File: config.mk
export PLATFORM = sky130hd
export DESIGN_NAME = alu_bit_serial_ctrl
export DESIGN_NICKNAME = d
export VERILOG_FILES = /design/src/rtl/alu_bit_serial_ctrl.sv
export SDC_FILE = /design/constraint.sdc
export NUM_CORES = 1
export LEC_CHECK = 0
export CORE_MARGIN = 8
export CORE_UTILIZATION = 44
export CTS_BUF_LIST = sky130_fd_sc_hd__clkbuf_16
export DETAILED_ROUTE_END_ITERATION = 7
export PLACE_DENSITY = 0.75
export SYNTH_ARGS = -nofsm -noshare
export SYNTH_HDL_FRONTEND = slang
export SYNTH_SLANG_ARGS = --single-unit
File: constraint.sdc
create_clock -name clk -period 1.34 [get_ports clk]
set_input_delay 0.134 -clock clk [delete_from_list [all_inputs] [get_ports clk]]
set_output_delay 0.134 -clock clk [all_outputs]
set_load 0.02 [all_outputs]
File: src/rtl/alu_bit_serial_ctrl.sv
// Bit-serial operand sequencer around a 1-bit ALU result mux: shifts A/B LSB-first, gathers mux bits.
// Optional flags outputs (out_carry, out_zero) are enabled by defining ALU_FLAGS_EN.
module alu_bit_serial_ctrl #(
  parameter int WIDTH = 8
) (
  input  logic             clk,
  input  logic             rst_n,
  input  logic             in_valid,
  output logic             in_ready,
  input  logic [WIDTH-1:0] in_a,
  input  logic [WIDTH-1:0] in_b,
  input  logic [2:0]       in_op,
  output logic [2:0]       mux_op,
  output logic             mux_dhe,
  output logic             mux_ose,
  output logic             mux_xor1,
  output logic             mux_sum,
  input  logic             mux_dalja,
  output logic             out_valid,
  input  logic             out_ready,
  output logic [WIDTH-1:0] out_result,
  output logic             out_illegal
`ifdef ALU_FLAGS_EN
  ,
  output logic             out_carry,
  output logic             out_zero
`endif
);

  localparam int CNT_W = (WIDTH > 2) ? $clog2(WIDTH) : 1;
  localparam logic [CNT_W-1:0] LAST = CNT_W'(WIDTH - 1);
  localparam logic [2:0] OP_AND = 3'b000;
  localparam logic [2:0] OP_OR  = 3'b010;
  localparam logic [2:0] OP_XOR = 3'b011;
  localparam logic [2:0] OP_ADD = 3'b100;

  typedef enum logic [1:0] {IDLE, SHIFT, DONE} state_t;

  state_t           state_q, state_d;
  logic [CNT_W-1:0] cnt_q, cnt_d;
  logic             carry_q, carry_d;
  logic [2:0]       op_q, op_d;
  logic [WIDTH-1:0] a_q, a_d, b_q, b_d, result_q, result_d;
  logic             illegal_q, illegal_d;
  logic             a_bit, b_bit, shifting;

  function automatic logic op_is_legal(input logic [2:0] op);
    return (op == OP_AND) || (op == OP_OR) || (op == OP_XOR) || (op == OP_ADD);
  endfunction

  assign shifting = (state_q == SHIFT);
  assign a_bit    = a_q[0];
  assign b_bit    = b_q[0];

  // Mux candidates are forced low outside SHIFT so the mux sees no stale operand bits.
  assign mux_op   = op_q;
  assign mux_dhe  = shifting & (a_bit & b_bit);
  assign mux_ose  = shifting & (a_bit | b_bit);
  assign mux_xor1 = shifting & (a_bit ^ b_bit);
  assign mux_sum  = shifting & (a_bit ^ b_bit ^ carry_q);

  assign in_ready    = (state_q == IDLE);
  assign out_valid   = (state_q == DONE);
  assign out_result  = result_q;
  assign out_illegal = illegal_q;

`ifdef ALU_FLAGS_EN
  assign out_carry = out_valid & (op_q == OP_ADD) & carry_q;
  assign out_zero  = out_valid & (result_q == '0);
`endif

  always_comb begin
    state_d   = state_q;
    cnt_d     = cnt_q;
    carry_d   = carry_q;
    op_d      = op_q;
    a_d       = a_q;
    b_d       = b_q;
    result_d  = result_q;
    illegal_d = illegal_q;
    case (state_q)
      IDLE: begin
        if (in_valid) begin
          a_d       = in_a;
          b_d       = in_b;
          op_d      = in_op;
          carry_d   = 1'b0;
          cnt_d     = '0;
          illegal_d = ~op_is_legal(in_op);
          state_d   = SHIFT;
        end
      end
      SHIFT: begin
        result_d = {mux_dalja, result_q[WIDTH-1:1]};
        a_d      = a_q >> 1;
        b_d      = b_q >> 1;
        // Carry ripples for every op; only the ADD path consumes it.
        carry_d  = (a_bit & b_bit) | (a_bit & carry_q) | (b_bit & carry_q);
        cnt_d    = cnt_q + CNT_W'(1);
        if (cnt_q == LAST) state_d = DONE;
      end
      DONE: begin
        if (out_ready) state_d = IDLE;
      end
      default: state_d = IDLE;
    endcase
  end

  always_ff @(posedge clk or negedge rst_n) begin
    if (!rst_n) begin
      state_q   <= IDLE;
      cnt_q     <= '0;
      carry_q   <= 1'b0;
      op_q      <= '0;
      a_q       <= '0;
      b_q       <= '0;
      result_q  <= '0;
      illegal_q <= 1'b0;
    end else begin
      state_q   <= state_d;
      cnt_q     <= cnt_d;
      carry_q   <= carry_d;
      op_q      <= op_d;
      a_q       <= a_d;
      b_q       <= b_d;
      result_q  <= result_d;
      illegal_q <= illegal_d;
    end
  end

endmodule
* After elaboration in Yosys (flattened, before gate mapping)
Cells that the tools add are included.
** Operators by class
- $add $sub $neg :: 1
- $mul :: 0
- Div/mod/pow operators :: 0
- Magnitude comparators :: 0
- Eq/ne operators :: 9
- Shifts and indexed selects :: 0
- Multiplexer cells :: 12
- Bitwise operators :: 13
- Reduce and logical (&&, ||, !) cells :: 9
** Operators by type and width (number)
- $pmux 8 s2 :: 2
- $mux 8 :: 2
- $and 1x1->1 :: 7
- $eq 3x2->1 const B :: 2
- $eq 3x3->1 const B :: 2
- $mux 2 :: 3
- $pmux 2 s3 :: 1
- $pmux 3 s2 :: 1
- $ne 2x1->1 const B :: 2
- $reduce_and 2->1 :: 2
- $add 3x1->3 const B :: 1
- $logic_not 3->1 :: 1
- $logic_or 1x1->1 :: 3
- $mux 3 :: 1
- $or 1x1->1 :: 3
- $reduce_and 3->1 :: 1
- $eq 2x1->1 const B :: 1
- $eq 2x2->1 const B :: 1
- $logic_not 2->1 :: 1
- $ne 2x2->1 const B :: 1
- $pmux 1 s2 :: 1
- $reduce_bool 2->1 :: 1
- $xor 1x1->1 :: 2
- $mux 1 :: 1
- $not 1->1 :: 1
** Storage, ports and cells
- Register bits after elaboration :: 34
- Bits in latches :: 0
- Bits in writable memories :: 0
- Bits in read-only memories :: 0
- Bits of input ports :: 24
- Output and inout bits :: 18
- Word-level logic and storage cells :: 52
- Memories kept :: 0

* Logic depth before layout (Yosys ltp)
Gate-level depths: netlist of run 1.
- Depth in word-level cells :: 5
- Mapped depth :: 4
- Mapped depth without buffers :: 4

* Worst setup path before layout of run 1
No wires, ideal clock.
- Kind :: flip-flop to flip-flop
- Start :: register state_q[1]
- End :: register op_q[0] (netlist: mux_op[0])
- Library setup time :: 0.125 ns
- Arrival :: 1.227 ns
- Required time :: 1.215 ns
- Setup slack :: -0.012 ns
- Stages on the path, launching flop included :: 4
- Buffers on the path :: 1
- Period minus slack after synthesis :: 1.352 ns
- Cell sequence :: dfrtp_1 -> buf_6 -> nor3b_4 -> mux2_2
** On the way
- Word-level cells in the longest chain between the ends :: 2
** Ends and longest elaborated chain
- from (decl) :: line 39 : state_t state_q, state_d;
- from (signal assigned) :: line 120 : state_q <= state_d;
- $logic_not 2->1 :: line 81 : case (state_q)
- $reduce_and 2->1 (no line)
- to (signal assigned) :: line 123 : op_q <= op_d;
- to (decl) :: line 42 : logic [2:0] op_q, op_d;
Every way passes these cells.
A chain may end at the register's enable or synchronous reset.

* Final worst setup path of run 1
- Start :: register a_q[0]
- End :: output mux_sum
** On the way
- Word-level cells in the longest chain between the ends :: 3
** Ends and longest elaborated chain
- from (decl) :: line 43 : logic [WIDTH-1:0] a_q, a_d, b_q, b_d, result_q, result_d;
- from (signal assigned) :: line 115 : a_q <= '0;
- from (signal assigned) :: line 124 : a_q <= a_d;
- $xor 1x1->1 (2 in a row) :: line 60 : assign mux_sum = shifting & (a_bit ^ b_bit ^ carry_q);
- $and 1x1->1 :: line 60
- to (decl) :: line 17 : output logic mux_sum,
Every way passes these cells.

==> impl_metrics.tcl, run 1 <==
set metrics [dict create \
    whs_ns 0.217 \
    period_share_pct 121 \
    arrival_ns 1.49 \
    clock_sinks 34 \
    clock_path_buffers 2 \
    drive_gt1_share_pct 47.9 \
    coreArea_mm2 0.00372 \
    fp-row-count 22 \
    outcome "finished, violations left" \
    grt_use_total_pct 15.3 \
    netlist_area_mm2 0.00172 \
    critical_path_class "reg -> out" \
    antenna_left 0 \
    first_pass_iters 4 \
    numPortBuffers 41 \
    slew-limit-headroom_pct 78.8 \
    synth_cells 149 \
    antenna_found_initial 0 \
    grt_pass1_vias 1478 \
    routed_via_density 5.51 \
    syn_area_per_cell_um2 11.6 \
    dieWidth_um 78.6 \
    dieArea_mm2 0.00617 \
    drt_iter0_markers 66 \
    p_per_area_mw_per_mm2 2580 \
    die_h_um 78.6 \
    synth-seq-cells 34 \
    globalplace.congestion 0.716 \
    fill_cells 195 \
    startpoint_type "register" \
    grt_overflow 0 \
    io_pins 42 \
    finClkSkew_ns 0.00483 \
    clk_latency_ns 0.28 \
    period_needed_ns 1.62 \
    wl_per_cell_um 20.8 \
    setup_ws_ns -0.283 \
    cts_tree "done" \
    worstPathMaxFanout 2 \
    violations "setup timing" \
    yosysTopAreaCell "dfrtp_1" \
    dpl.hpwl_um 2960 \
    end_kind "primary output" \
    drcViolationCount 0 \
    tightest_slew_ns 0.317 \
    maxSlewViolCount 0 \
    routed_wl_um 5480 \
    vias 1448 \
    clkSlewWorstSetupHoldPaths_ns 0.06 \
    synth_top_area_share_pct 49.4 \
    h-tree-depth 2 \
    ir_drop_v 0.00159 \
    fmax_mhz 616 \
    cts_buffers 5 \
    synth_cell_types 22 \
    hp-class "in -> async" \
    nets 243 \
    setup_viol 18 \
    rsz0062_at_grt "yes" \
    p_leak_uw 0.00127 \
    root_buffer "clkbuf_16" \
    yosys_warnings 0 \
    synthToLayoutAreaGrowth_pct 71.7 \
    final_cells 263 \
    synth_nets 178 \
    post-place-cells 242 \
    diodes 0 \
    grt_pass1_wl_um 7390 \
    ys_seq_area_share_pct 49.4 \
    start_util_pct 46.3 \
    grt_max_degree 35 \
    crit_required_ns 1.21 \
    holdBufCountCts 0 \
    hold_viol 0 \
    drv_cap 0 \
    yosys-top-cells-area "dfrtp_1 49%, mux2_2 9.2%, nor4b_1 7.1%, a211oi_1 6.1%, nor3b_1 6.1%" \
]
[Yosys cell counts, drive strengths merged]
| master | count |
|---|---|
| buf | 8 |
| dfrtp | 34 |
| or4bb | 2 |
| o31ai | 5 |
| inv | 20 |
| nor4b | 14 |
| nor2 | 2 |
| o21bai | 2 |
| a211oi | 14 |
| ha | 4 |
| clkbuf | 4 |
| nor2b | 2 |
| fa | 1 |
| or2b | 1 |
| nand3b | 3 |
| nor3b | 15 |
| mux2 | 14 |
| a22o | 1 |
| and2 | 3 |
[cell families (layout without fill, tap and decap cells)]
group | after synthesis | in the layout | share of synthesized area, %
flops | 34 | 34 | 49.4
simple gates | 42 | 42 | 19.6
buf+inv | 32 | 98 | 8.07
compound gates | 22 | 22 | 9.67
mux | 14 | 14 | 9.16
fa+ha+maj | 5 | 5 | 4.07
[metrics by stage]
step / utilization [%] / TNS, ns / instance area, µm² / power, µW / setup slack, ns
after floorplan: - / -0.0490 / 1720 / 3650 / -0.0123
after global placement: 61.2 / -3.79 / 2270 / 4780 / -0.397
after detailed placement: 61.2 / -4.79 / 2270 / 4960 / -0.445
after CTS: 70.1 / -0.648 / 2610 / 6760 / -0.264
after global routing: 79.5 / -2.23 / 2960 / 7970 / -0.328
final: 79.5 / -1.13 / 2960 / 7620 / -0.283
[power by group]
group	leakage [µW]	internal [µW]	switching [µW]	total [µW]
combinational	0.000783	2160	2020	4180
clock	0.0000940	1070	437	1500
sequential	0.000397	1550	391	1940
total	0.00127	4770	2850	7620
[worst max-delay path, cell delays in order (launching register included)]
cell,delay (ns)
dfrtp_1,0.43
fa_1,0.52
and2_4,0.14
buf_6,0.11
[worst paths after layout]
check,start,cells after the start,endpoint,slack [ns]
max in group asynchronous,rst_n,2,state_q[1],0.94
hold / removal,rst_n,2,out_result[4],0.22
setup reg to reg,state_q[1],4,mux_op[1],-0.06
hold reg to reg,mux_op[2],1,mux_op[2],0.51
setup / recovery,a_q[0],3,mux_sum,-0.28
min in group clk,in_op[0],2,mux_op[0],0.50
[placed cells by master (no fill, tap or decap), types with 2 or more instances in the layout]
cell              n
buf_4            14
a211oi_2         13
nand3b_1          3
nor3b_1          10
mux2_2           10
bufinv_16         2
ha_4              2
or4bb_1           2
clkdlybuf4s50_1  23
o31ai_1           4
nor4b_4           4
ha_1              2
buf_12            4
clkbuf_16         7
dlygate4sd2_1    12
mux2_4            4
nor3b_2           3
buf_6            13
nor4b_2          10
nor3b_4           2
and2_4            2
inv_1            18
nor2_2            2
dfrtp_1          33
[flip-flops by register name, indices dropped and copies added, names as in the netlist]
name and flops:
out_result 8, state_q 2, carry_q 1, b_q 8, mux_op 3, a_q 8
out_illegal 1, cnt_q 3
[area by class of cell]
type	count	area [µm²]	share of cell area [%]
Timing Repair Buffer	70	737	24.9
Multi-Input combinational cell	83	1030	35.0
Clock inverter	3	68.8	2.33
Inverter	20	77.6	2.62
Tap cell	48	60.1	2.03
Clock buffer	5	125	4.23
Sequential cell	34	852	28.8
[layer usage]
metal  part of all wire [%]  wire (µm)  vias up  global-route usage, %
met5                      0          0        -                      0
met3                    3.3        180       10                   3.76
met1                     39       2130      742                   16.8
li1                       -          -      659                      -
met4                    2.3        124        0                   6.67
met2                     56       3040       37                   27.3
[repair_timing]
item                       CTS  global route
cloned                       0             2
setup buffers                8             3
pin swaps                    2            11
setup endpoints to repair   43            33
resized for setup           69            50
No activity file was read; power rests on OpenSTA's default activity.
==> run 2, diff against run 1 <==
- CORE_MARGIN: 8 -> default
- RECOVER_POWER: default -> 100
==> impl_metrics.tcl, run 2 (same netlist as run 1, synthesis figures left out) <==
set metrics [dict create \
    place_area_mm2 0.00228 \
    start_util_pct 46.3 \
    crit_required_ns 1.21 \
    whs_ns 0.474 \
    p_leak_uw 0.00133 \
    synthToLayoutAreaGrowth_pct 77.8 \
    hold_viol 0 \
    slew-limit-headroom_pct 41.6 \
    coreArea_mm2 0.00372 \
    rsz0062_at_grt "yes" \
    end_kind "primary output" \
    dieWidth_um 64.6 \
    cts_tree "done" \
    grt_use_total_pct 24.9 \
    fill_cells 182 \
    globalplace.congestion 0.752 \
    io_pins 42 \
    fin_total_pwr_uw 7880 \
    regToRegEndpoint "mux_op[2]" \
    dp_slack_ns -0.417 \
    setup_ws_ns -0.291 \
    drt_iter0_markers 63 \
    tns_ns -2.17 \
    drv_cap 0 \
    first_pass_iters 4 \
    hold_start "out_ready" \
    routed_via_density 5.67 \
    worstPathMaxFanout 2 \
    setup_viol 33 \
    critical_path_class "reg -> out" \
    worstRegToRegCells 5 \
    holdPathStages 3 \
    dieArea_mm2 0.00417 \
    reg2reg_setup_slack_ns -0.16 \
    grt_pass1_wl_um 7620 \
    period_share_pct 122 \
    clk_latency_ns 0.28 \
    vias 1543 \
    maxSlewViolCount 0 \
    antenna_left 0 \
    dpl.hpwl_um 2700 \
    diodes 0 \
    clock_path_buffers 2 \
    drive_gt1_share_pct 51.3 \
    hold_end "state_q[1]" \
    final_area_mm2 0.00306 \
    arrival_ns 1.50 \
    tightest_slew_ns 0.875 \
    numPortBuffers 41 \
    grt_max_degree 35 \
    h-tree-depth 2 \
    fmax_mhz 613 \
    root_buffer "clkbuf_16" \
    cts_buffers 5 \
    period_needed_ns 1.63 \
    final_cell_mix "33 x dfrtp_1, 22 x clkdlybuf4s50_1, 19 x buf_4" \
    holdBufCountCts 0 \
    startpoint_type "register" \
    fp-row-count 22 \
    ir_drop_v 0.00146 \
    finClkSkew_ns 0.00813 \
    r2r_start "state_q[1]" \
    outcome "finished, violations left" \
    p_per_area_mw_per_mm2 2570 \
    antenna_found_initial 0 \
    drcViolationCount 0 \
    hp-class "in -> reg" \
    die_h_um 64.6 \
    violations "setup timing" \
    routed_wl_um 6030 \
    grt_pass1_vias 1579 \
    nets 252 \
    clkSlewWorstSetupHoldPaths_ns 0.06 \
    grt_overflow 0 \
    wl_per_cell_um 22.2 \
    clock_sinks 34 \
    final_common_cell "dfrtp_1" \
]
-- run 2: changes by cell type in the layout (fill, tap and decap cells not counted), sizes merged --
cell,before,now
buf,33,39
bufinv,2,1
clkbuf,7,10
clkdlybuf4s50,23,22
clkinv,1,0
clkinvlp,0,2
dlygate4sd3,0,1
-- run 2: worst max path at each step --
stage	start	to	slack (ns)	cells after the start
detailed placement	carry_q	mux_sum	-0.42	3
global placement	carry_q	mux_sum	-0.39	3
finish	carry_q	mux_sum	-0.29	3
CTS	b_q[0]	mux_sum	-0.25	3
global route	carry_q	mux_sum	-0.33	3
floorplan	state_q[1]	mux_op[0]	-0.01	3
-- run 2: repair_timing --
item | CTS | global route
pin swaps | 3 | 21
resized for setup | 85 | 61
hold endpoints to repair | 0 | 0
setup buffers | 12 | 6
gates cloned | 1 | 2
endpoints found under the setup margin | 42 | 38
-- run 2: power breakdown --
group | leakage (µW) | switching (µW) | internal [µW] | total [µW]
Clock | 0.0000760 | 452 | 876 | 1330
Combinational | 0.000858 | 2270 | 2330 | 4600
Sequential | 0.000398 | 400 | 1550 | 1950
Total | 0.00133 | 3120 | 4760 | 7880
-- run 2: stage by stage --
step | instances | util [%]
floorplan | 149 | -
detailed placement | 244 | 61.2
global placement | 244 | 61.2
CTS | 265 | 72.9
finish | 272 | 82.4
global route | 272 | 82.4
-- run 2: cell type report --
| class | instances | area [µm²] | area share (%) |
|---|---|---|---|
| clock buffers | 5 | 125 | 4.09 |
| clock inverters | 3 | 45.0 | 1.47 |
| inverters | 20 | 80.1 | 2.62 |
| multi-input cells | 83 | 1110 | 36.3 |
| flip-flops and latches | 34 | 852 | 27.8 |
| well taps | 48 | 60.1 | 1.96 |
| repair buffers | 79 | 788 | 25.8 |
-- run 2: per-layer routing --
layer / global-route usage, % / vias up / share of wire [%]
met2: 43.3 / 38 / 53
li1: - / 679 / -
met1: 29.3 / 811 / 41
met3: 4.23 / 15 / 2.6
met4: 13.3 / 0 / 3.3
met5: 0 / - / 0
-- run 2: worst max-delay path: stages, from the launching register on --
cell and delay (ns):
dfrtp_1 0.41, fa_1 0.56, and2_4 0.14, buf_6 0.11
